File: config.mk
export PLATFORM = sky130hd
export DESIGN_NAME = ctrl_sequencer
export DESIGN_NICKNAME = d
export VERILOG_FILES = /design/src/rtl/ctrl_pkg.sv /design/src/rtl/instr_decode.sv /design/src/rtl/ctrl_sequencer.sv
export SDC_FILE = /design/constraint.sdc
export NUM_CORES = 1
export LEC_CHECK = 0
export ABC_AREA = 1
export BUFFER_PORTS_ARGS = -buffer_cell sky130_fd_sc_hd__clkbuf_2
export CAP_MARGIN = 10
export CELL_PAD_IN_SITES_DETAIL_PLACEMENT = 0
export CELL_PAD_IN_SITES_GLOBAL_PLACEMENT = 2
export CORE_MARGIN = 1
export CORE_UTILIZATION = 26
export CTS_BUF_LIST = sky130_fd_sc_hd__clkbuf_16
export DETAILED_ROUTE_END_ITERATION = 7
export GPL_ROUTABILITY_DRIVEN = 1
export PLACE_DENSITY_LB_ADDON = 0.1
export SETUP_SLACK_MARGIN = 0.1
export SLEW_MARGIN = 0
export SYNTH_ARGS = -nofsm -noshare
export SYNTH_HDL_FRONTEND = slang
export SYNTH_HIERARCHICAL = 1
export SYNTH_SLANG_ARGS = --single-unit
File: constraint.sdc
create_clock -name Clk -period 2.3 [get_ports Clk]
set_clock_uncertainty 0.1 [all_clocks]
set_input_delay 0 -clock Clk [delete_from_list [all_inputs] [get_ports Clk]]
set_output_delay 0 -clock Clk [all_outputs]
set_load 0.005 [all_outputs]
File: src/rtl/ctrl_pkg.sv
// Shared encodings for the 9-bit control sequencer:
// opcodes, extended sub-ops, branch conditions and FSM states.
package ctrl_pkg;

    localparam logic [2:0] OP_MOV  = 3'b000;
    localparam logic [2:0] OP_PUT  = 3'b001;
    localparam logic [2:0] OP_ADD  = 3'b010;
    localparam logic [2:0] OP_SUB  = 3'b011;
    localparam logic [2:0] OP_SHF  = 3'b100;
    localparam logic [2:0] OP_CMP  = 3'b101;
    localparam logic [2:0] OP_FLIP = 3'b110;
    localparam logic [2:0] OP_EXT  = 3'b111;

    localparam logic [1:0] EXT_LD   = 2'b00;
    localparam logic [1:0] EXT_ST   = 2'b01;
    localparam logic [1:0] EXT_BR   = 2'b10;
    localparam logic [1:0] EXT_HALT = 2'b11;

    localparam logic [1:0] BR_ALW = 2'b00;
    localparam logic [1:0] BR_EQ  = 2'b01;
    localparam logic [1:0] BR_GT  = 2'b10;
    localparam logic [1:0] BR_LT  = 2'b11;

    typedef enum logic [2:0] {
        S_IDLE,
        S_FETCH,
        S_EXEC,
        S_MEM,
        S_WB,
        S_HALT
    } state_t;

    // gle = registered {G, L, E}
    function automatic logic br_taken(input logic [1:0] cond,
                                      input logic [2:0] gle);
        logic t;
        unique case (cond)
            BR_ALW: t = 1'b1;
            BR_EQ:  t = gle[0];
            BR_GT:  t = gle[2];
            BR_LT:  t = gle[1];
        endcase
        return t;
    endfunction

endpackage

File: src/rtl/instr_decode.sv
// Combinational decode of the instruction register into the
// EXEC-phase ALU controls, register addresses and strobes.
module instr_decode
    import ctrl_pkg::*;
(
    input  logic [8:0] ir,
    output logic [2:0] aluop,
    output logic       alu_en,
    output logic       logical_shift,
    output logic       compare_type,
    output logic [7:0] num,
    output logic [7:0] num_to_put,
    output logic [2:0] rd_addr_a,
    output logic [2:0] rd_addr_b,
    output logic [2:0] wr_addr,
    output logic       reg_wr_en,
    output logic       mem_rd_en,
    output logic       mem_wr_en,
    output logic [1:0] br_lut_idx,
    output logic       is_cmp,
    output logic       is_flip,
    output logic       is_ld,
    output logic       is_br,
    output logic       is_halt
);

    logic [2:0] op;
    logic [2:0] ra;
    logic [2:0] rb;

    assign op = ir[8:6];
    assign ra = ir[5:3];
    assign rb = ir[2:0];

    always_comb begin
        aluop         = '0;
        alu_en        = 1'b0;
        logical_shift = 1'b0;
        compare_type  = 1'b0;
        num           = '0;
        num_to_put    = '0;
        rd_addr_a     = '0;
        rd_addr_b     = '0;
        wr_addr       = '0;
        reg_wr_en     = 1'b0;
        mem_rd_en     = 1'b0;
        mem_wr_en     = 1'b0;
        br_lut_idx    = '0;
        is_cmp        = 1'b0;
        is_flip       = 1'b0;
        is_ld         = 1'b0;
        is_br         = 1'b0;
        is_halt       = 1'b0;

        if (op != OP_EXT) begin
            aluop     = op;
            alu_en    = 1'b1;
            rd_addr_a = ra;
            rd_addr_b = rb;
            wr_addr   = ra;
            reg_wr_en = 1'b1;
        end

        unique case (op)
            OP_PUT: num_to_put = {5'b0, rb};
            OP_SHF: begin
                logical_shift = ir[2];
                rd_addr_b     = {1'b0, ir[1:0]};
            end
            OP_CMP: begin
                compare_type = ir[2];
                rd_addr_b    = {1'b0, ir[1:0]};
                num          = {6'b0, ir[1:0]};
                reg_wr_en    = 1'b0;
                is_cmp       = 1'b1;
            end
            OP_FLIP: is_flip = 1'b1;
            // memory ops address through R0 on port A
            OP_EXT: begin
                unique case (ir[5:4])
                    EXT_LD: begin
                        mem_rd_en = 1'b1;
                        is_ld     = 1'b1;
                    end
                    EXT_ST: begin
                        mem_wr_en = 1'b1;
                        rd_addr_b = rb;
                    end
                    EXT_BR: begin
                        br_lut_idx = ir[1:0];
                        is_br      = 1'b1;
                    end
                    EXT_HALT: is_halt = 1'b1;
                endcase
            end
            default: ;
        endcase
    end

endmodule

File: src/rtl/ctrl_sequencer.sv
// Multi-cycle control FSM: owns the PC, instruction register,
// {G,L,E} flag register and drives the ALU/regfile/memory controls.
module ctrl_sequencer
    import ctrl_pkg::*;
#(
    parameter int PC_W = 10,
    parameter int IW   = 9
) (
    input  logic            Clk,
    input  logic            Reset,
    input  logic            Start,
    input  logic [IW-1:0]   Instr,
    input  logic [PC_W-1:0] Br_target,
    input  logic            Grt,
    input  logic            Lss,
    input  logic            Eql,
    output logic [PC_W-1:0] Prog_ctr,
    output logic [1:0]      Br_lut_idx,
    output logic [2:0]      Aluop,
    output logic            Alu_en,
    output logic            logical_shift,
    output logic            compare_type,
    output logic [7:0]      Num,
    output logic [7:0]      Num_to_put,
    output logic [2:0]      Rd_addr_a,
    output logic [2:0]      Rd_addr_b,
    output logic [2:0]      Wr_addr,
    output logic            Reg_wr_en,
    output logic            Mem_rd_en,
    output logic            Mem_wr_en,
    output logic            Done
);

    state_t          state, state_nx;
    logic [IW-1:0]   ir;
    logic [2:0]      flags, flags_nx;
    logic [PC_W-1:0] pc_nx;
    logic            ir_ld;

    logic [2:0] d_aluop, d_rda, d_rdb, d_wr;
    logic [7:0] d_num, d_ntp;
    logic [1:0] d_lut;
    logic       d_alu_en, d_ls, d_ct, d_we, d_mrd, d_mwr;
    logic       d_cmp, d_flip, d_ld, d_br, d_halt;

    instr_decode u_dec (
        .ir            (ir[8:0]),
        .aluop         (d_aluop),
        .alu_en        (d_alu_en),
        .logical_shift (d_ls),
        .compare_type  (d_ct),
        .num           (d_num),
        .num_to_put    (d_ntp),
        .rd_addr_a     (d_rda),
        .rd_addr_b     (d_rdb),
        .wr_addr       (d_wr),
        .reg_wr_en     (d_we),
        .mem_rd_en     (d_mrd),
        .mem_wr_en     (d_mwr),
        .br_lut_idx    (d_lut),
        .is_cmp        (d_cmp),
        .is_flip       (d_flip),
        .is_ld         (d_ld),
        .is_br         (d_br),
        .is_halt       (d_halt)
    );

    always_ff @(posedge Clk or posedge Reset) begin
        if (Reset) begin
            state    <= S_IDLE;
            Prog_ctr <= '0;
            ir       <= '0;
            flags    <= '0;
        end else begin
            state    <= state_nx;
            Prog_ctr <= pc_nx;
            flags    <= flags_nx;
            if (ir_ld)
                ir <= Instr;
        end
    end

    always_comb begin
        state_nx      = state;
        pc_nx         = Prog_ctr;
        flags_nx      = flags;
        ir_ld         = 1'b0;
        Br_lut_idx    = '0;
        Aluop         = '0;
        Alu_en        = 1'b0;
        logical_shift = 1'b0;
        compare_type  = 1'b0;
        Num           = '0;
        Num_to_put    = '0;
        Rd_addr_a     = '0;
        Rd_addr_b     = '0;
        Wr_addr       = '0;
        Reg_wr_en     = 1'b0;
        Mem_rd_en     = 1'b0;
        Mem_wr_en     = 1'b0;
        Done          = 1'b0;

        unique case (state)
            S_IDLE: begin
                if (Start) begin
                    state_nx = S_FETCH;
                    pc_nx    = '0;
                end
            end
            S_FETCH: begin
                ir_ld    = 1'b1;
                state_nx = S_EXEC;
            end
            S_EXEC: begin
                Br_lut_idx    = d_lut;
                Aluop         = d_aluop;
                Alu_en        = d_alu_en;
                logical_shift = d_ls;
                compare_type  = d_ct;
                Num           = d_num;
                Num_to_put    = d_ntp;
                Rd_addr_a     = d_rda;
                Rd_addr_b     = d_rdb;
                Wr_addr       = d_wr;
                Reg_wr_en     = d_we;
                Mem_rd_en     = d_mrd;
                Mem_wr_en     = d_mwr;
                state_nx      = S_FETCH;
                pc_nx         = Prog_ctr + 1'b1;
                if (d_cmp)
                    flags_nx = {Grt, Lss, Eql};
                if (d_flip)
                    flags_nx = '0;
                if (d_br && br_taken(ir[3:2], flags))
                    pc_nx = Br_target;
                // LD advances the PC in WB; HALT parks it
                if (d_ld) begin
                    state_nx = S_MEM;
                    pc_nx    = Prog_ctr;
                end
                if (d_halt) begin
                    state_nx = S_HALT;
                    pc_nx    = Prog_ctr;
                end
            end
            S_MEM: state_nx = S_WB;
            S_WB: begin
                Reg_wr_en = 1'b1;
                Wr_addr   = ir[2:0];
                pc_nx     = Prog_ctr + 1'b1;
                state_nx  = S_FETCH;
            end
            S_HALT: begin
                Done = 1'b1;
                if (Start) begin
                    state_nx = S_FETCH;
                    pc_nx    = '0;
                    flags_nx = '0;
                end
            end
            default: state_nx = S_IDLE;
        endcase
    end

endmodule
---- Yosys cells after proc, flatten, opt, wreduce, memory -nomap -nowiden ----
Index checks and enable logic that the tools add are counted.
W data, S select, Z words.
storage, ports and cells
  flip-flop bits (word level) ............. 25
  input bits .............................. 25
  output and inout bits ................... 47
  word-level logic and storage cells ...... 90
cells by class
  $add $sub $neg .......................... 1
  equality and inequality tests ........... 22
  muxes and demuxes ....................... 53
  reduce and logical (&&, ||, !) cells .... 10
operator list
  kind                     number
  $mux W10                 4
  $mux W3                  13
  $pmux W10 S3             1
  $mux W1                  22
  $eq A3 B3 Y1 const B     6
  $pmux W3 S2              3
  $mux W8                  2
  $pmux W3 S5              1
  $add A10 B1 Y10 const B  1
  $mux W2                  5
  $eq A2 B2 Y1 const B     4
  $eq A3 B1 Y1 const B     2
  $eq A3 B2 Y1 const B     2
  $ne A2 B2 Y1 const B     3
  $ne A3 B3 Y1 const B     2
  $eq A2 B1 Y1 const B     2
  $logic_not A2 Y1         2
  $pmux W1 S4              1
  $reduce_and A4 Y1        1
  $reduce_or A2 Y1         2
  $logic_not A3 Y1         1
  $reduce_and A3 Y1        1
  $reduce_bool A3 Y1       1
  $ne A2 B1 Y1 const B     1
  3 further kinds          3

---- Logic depth before layout (Yosys ltp) ----
  depth after elaboration ................. 8
  depth in mapped cells ................... 11
  gate-level depth less buffers ........... 10

---- Cells and area by module ----
Netlist, hierarchy kept.
by module, submodules not included
  module          instances  cells each  area each (um^2)  seq. area each (um^2)
  ctrl_sequencer  1          304         1923.1            625.6
  instr_decode    1          66          360.3             0.0

---- Least setup slack after synthesis ----
OpenSTA, ideal clock, no wires.
  path type ............................... flip-flop to flip-flop
  start ................................... register ir[6]
  end ..................................... register Prog_ctr[8]
  setup time .............................. 0.116 ns
  arrival ................................. 1.463 ns
  data required time ...................... 2.084 ns
  setup slack ............................. 0.621 ns
  stages on the path, launching flop included .. 12
  buffers on the path ..................... 4
  clock period less this slack ............ 1.679 ns
  cell sequence ........................... dfrtp_1 buf_4 nand3_2 buf_6 nor2_1 clkbuf_2 nand3_2 buf_6 o21ai_0 nand2_1 nand2_1 nand2_1
on the way
  word-level cells in the longest chain between the ends .. 7
  elaborated cells between the ends (all ways) .. 12
  those cells by class .................... eq/ne (3); mux (7); reduce/logical (2)
RTL lines
  element                   line                   source
  start: declaration        ctrl_sequencer.sv:35   logic [IW-1:0] ir;
  start signal: assignment  ctrl_sequencer.sv:79   ir <= Instr;
  $eq A3 B3 Y1              instr_decode.sv:64     unique case (op)
  $mux W1                   instr_decode.sv:64
  named net d_br            ctrl_sequencer.sv:44   logic d_cmp, d_flip, d_ld, d_br, d_halt;
  $logic_and A1 B1 Y1       ctrl_sequencer.sv:134  if (d_br && br_taken(ir[3:2], flags))
  $mux W10                  ctrl_sequencer.sv:134
  $mux W10                  ctrl_sequencer.sv:137  if (d_ld) begin
  $mux W10                  ctrl_sequencer.sv:141  if (d_halt) begin
  $pmux W10 S3              ctrl_sequencer.sv:103  unique case (state)
  end signal: assignment    ctrl_sequencer.sv:76   Prog_ctr <= pc_nx;
  end: declaration          ctrl_sequencer.sv:17   output logic [PC_W-1:0] Prog_ctr,
The timed path passes the listed nets, and every way through them passes these cells. The select of a mux whose other input is x is not followed.
A chain may end at the register's enable or synchronous reset.

---- Worst setup path after layout ----
Ends and elaborated chain as after synthesis.

==> reports/results.ini <==
[run_status]
status=finished clean

[setup_path]
slowest_stage=dfrtp_1
cp.arrival_ns=2.04
critPathMaxStageDelay_ns=0.51
cp_max_fo=13
path_delay_family=simple AND/OR/NAND/NOR gates
path_buf_inv=0
path_cells=nand3_2 > nor2_1 > nand3_2 > o21ai_0 > nand2_1 > nand2_1 > nand2_1
crit_top_cell=nand2_1
worst_setup_path_end_kind=flip-flop
start_kind=flip-flop
path_depth=7
r2r_cells=7
crit_required_ns=2.35
setup.worst_path.class=flip-flop to flip-flop

[sta]
rsz0062_at_grt=false
hold_violations=0
slew_headroom_pct=64.6
timing.fmax_mhz=504
tns_ns=0
slew_violations=0
setup_viol=0
finalCritPeriodShare_pct=86.3
period_needed_ns=1.98
tightest_slew_ns=0.530

[die]
die_area_um2=9160
io_pins=72
die_x_um=95.7
coreArea_um2=8340
rows=33
start_util_pct=27.4
die_y_um=95.7

[layout]
num_antenna_cells=0
final_cell_mix=82 x nand2_1, 76 x nor2_1, 67 x inv_1, 60 x clkbuf_2, 25 x dfrtp_1
stdcell_area_um2=2850
drive_gt1_share_pct=22.0
area_growth_pct=24.7
final_common_cell=nand2_1
layout.nets=467

[power]
ir_drop_v=0.000578
pwr-share-seq_pct=27.4
switchingPower_mw=1.85
combPwrFrac_pct=61.4
powerDensity_nw_per_um2=1240
leakage_nw=1.58
p_int_mw=1.68
swShare_pct=52.4
clockPowerShare_pct=11.3

[detailed_routing]
drtIter0Drc=104
dr_total_vias=2300
ant_nets=0
drt_first_pass_iters=4
wl_um=6610
wire_per_inst_um=12.1
via_per_inst=4.22
drc_errors=0

[cts]
cts_max_level=1
cts_sinks=25
cts_buffers=3
clkTransAtPathRegs_ns=0.07
clock_latency_ns=0.26
clock-root-buffer=clkbuf_16
post_cts_buffers=0
cts_buffer_depth=2
cts_tree=built

[synth]
synth_top_cell_area_share_pct=27.4
synth-seq-cells=25
ys_seq_area_share_pct=27.4
yosysUniqueCellTypes=36
syn_area_per_cell_um2=6.17
synth_area_leaders=dfrtp_1 27%, nand2_1 13%, nor2_1 12%
syn_inst=370
yosys.area.top_type=dfrtp_1
synth_warnings=6
netlist_area_um2=2280

[place]
gp_congestion=0.740
placed_area_um2=2600
dp.final_hpwl_um=5040
portBuffers=60

[min_path]
holdPathStages=5
hold_path_class=input pin to flip-flop

[grt]
track_usage_pct=15.1
grt_max_degree=34
grt_overflow=0
grt_pass1_vias=2145
antenna_found_initial=0
grt_pass1_wl_um=10700

[flow_run]
drv_cap=0

==> flip-flops by register name, indices dropped and copies added, names as in the netlist <==
name      flops
Prog_ctr     10
ir            9
flags         3
state         3
==> Yosys cell counts, drive strengths merged <==
library cell / count
nand2: 86
nor2: 80
inv: 73
dfrtp: 25
nand3: 25
buf: 24
a21oi: 13
o21ai: 12
nand4: 7
nor3: 6
mux2: 5
nand3b: 2
o211ai: 2
o21bai: 2
and2: 1
clkbuf: 1
clkinv: 1
conb: 1
ha: 1
or2: 1
xnor2: 1
xor2: 1
==> per-stage QoR <==
| stage | hold WS [ns] | setup slack [ns] | std cells | util [%] | power (mW) |
|---|---|---|---|---|---|
| global placement | -0.0326 | 0.419 | 524 | 31.2 | 3.15 |
| floorplan | -0.0727 | 0.621 | 380 | - | 2.58 |
| CTS | 0.0331 | 0.307 | 545 | 34.1 | 3.58 |
| global route | 0.0700 | 0.100 | 545 | 34.1 | 3.95 |
| finish | 0.0401 | 0.316 | 545 | 34.1 | 3.53 |
| detailed placement | -0.0298 | 0.312 | 524 | 31.2 | 3.15 |
==> path summary, 6_finish.rpt <==
check	start	endpoint	slack [ns]
max in group asynchronous	Reset	ir[4]$_DFFE_PP0N_	1.60
max	ir[6]$_DFFE_PP0N_	Prog_ctr[8]$_DFFE_PP0P_	0.32
min reg2reg	flags[1]$_DFFE_PP0P_	flags[1]$_DFFE_PP0P_	0.39
min	Br_target[2]	Prog_ctr[2]$_DFFE_PP0P_	0.04
min in group asynchronous	Reset	Prog_ctr[1]$_DFFE_PP0P_	0.23
max reg2reg	ir[6]$_DFFE_PP0N_	Prog_ctr[8]$_DFFE_PP0P_	0.32
==> metal layers <==
metal  part of all wire [%]  global-route usage (%)
met1                     51                    22.0
met2                     44                    24.4
met3                    5.3                    1.42
met4                   0.45                    2.61
met5                      0                       0
==> worst min-delay path: stages <==
cell and delay, ns:
clkbuf_2 0.08, inv_1 0.05, nand4_1 0.09, nand3_1 0.09
a21oi_1 0.06
==> logic make-up after synthesis <==
family	after synthesis	synth area share, %
AOI/OAI and AO/OA	29	7.18
buffers and inverters	99	20.2
xor gates and xnor gates	2	0.767
other	1	0.164
DFF	25	27.4
and+or+nand+nor	208	41.1
muxes	5	2.63
adders and majority gates	1	0.548
==> final cells by class <==
type	instances	area [um^2]
fillers	966	5490
multi-input cells	256	1230
flip-flops and latches	25	626
repair buffers	81	500
inverters	74	278
well taps	105	131
clock buffers	3	75.1
clock inverters	1	3.75
==> repair_timing <==
| item | 4_1_cts | 5_1_grt |
|---|---|---|
| hold endpoints to repair | 41 | 0 |
| hold buffers | 17 | 0 |
| resized for setup | 0 | 0 |
==> power by group through the flow <==
| stage | sequential [mW] | clock (mW) | combinational, mW |
|---|---|---|---|
| 2_1_floorplan | 0.873 | 0 | 1.71 |
| 3_3_place_gp | 0.968 | 0 | 2.18 |
| 3_5_place_dp | 0.975 | 0 | 2.17 |
| 4_1_cts | 0.965 | 0.412 | 2.20 |
| 5_1_grt | 1.01 | 0.422 | 2.51 |
| 6_report | 0.964 | 0.397 | 2.16 |
(Power assumes the default switching activity.)
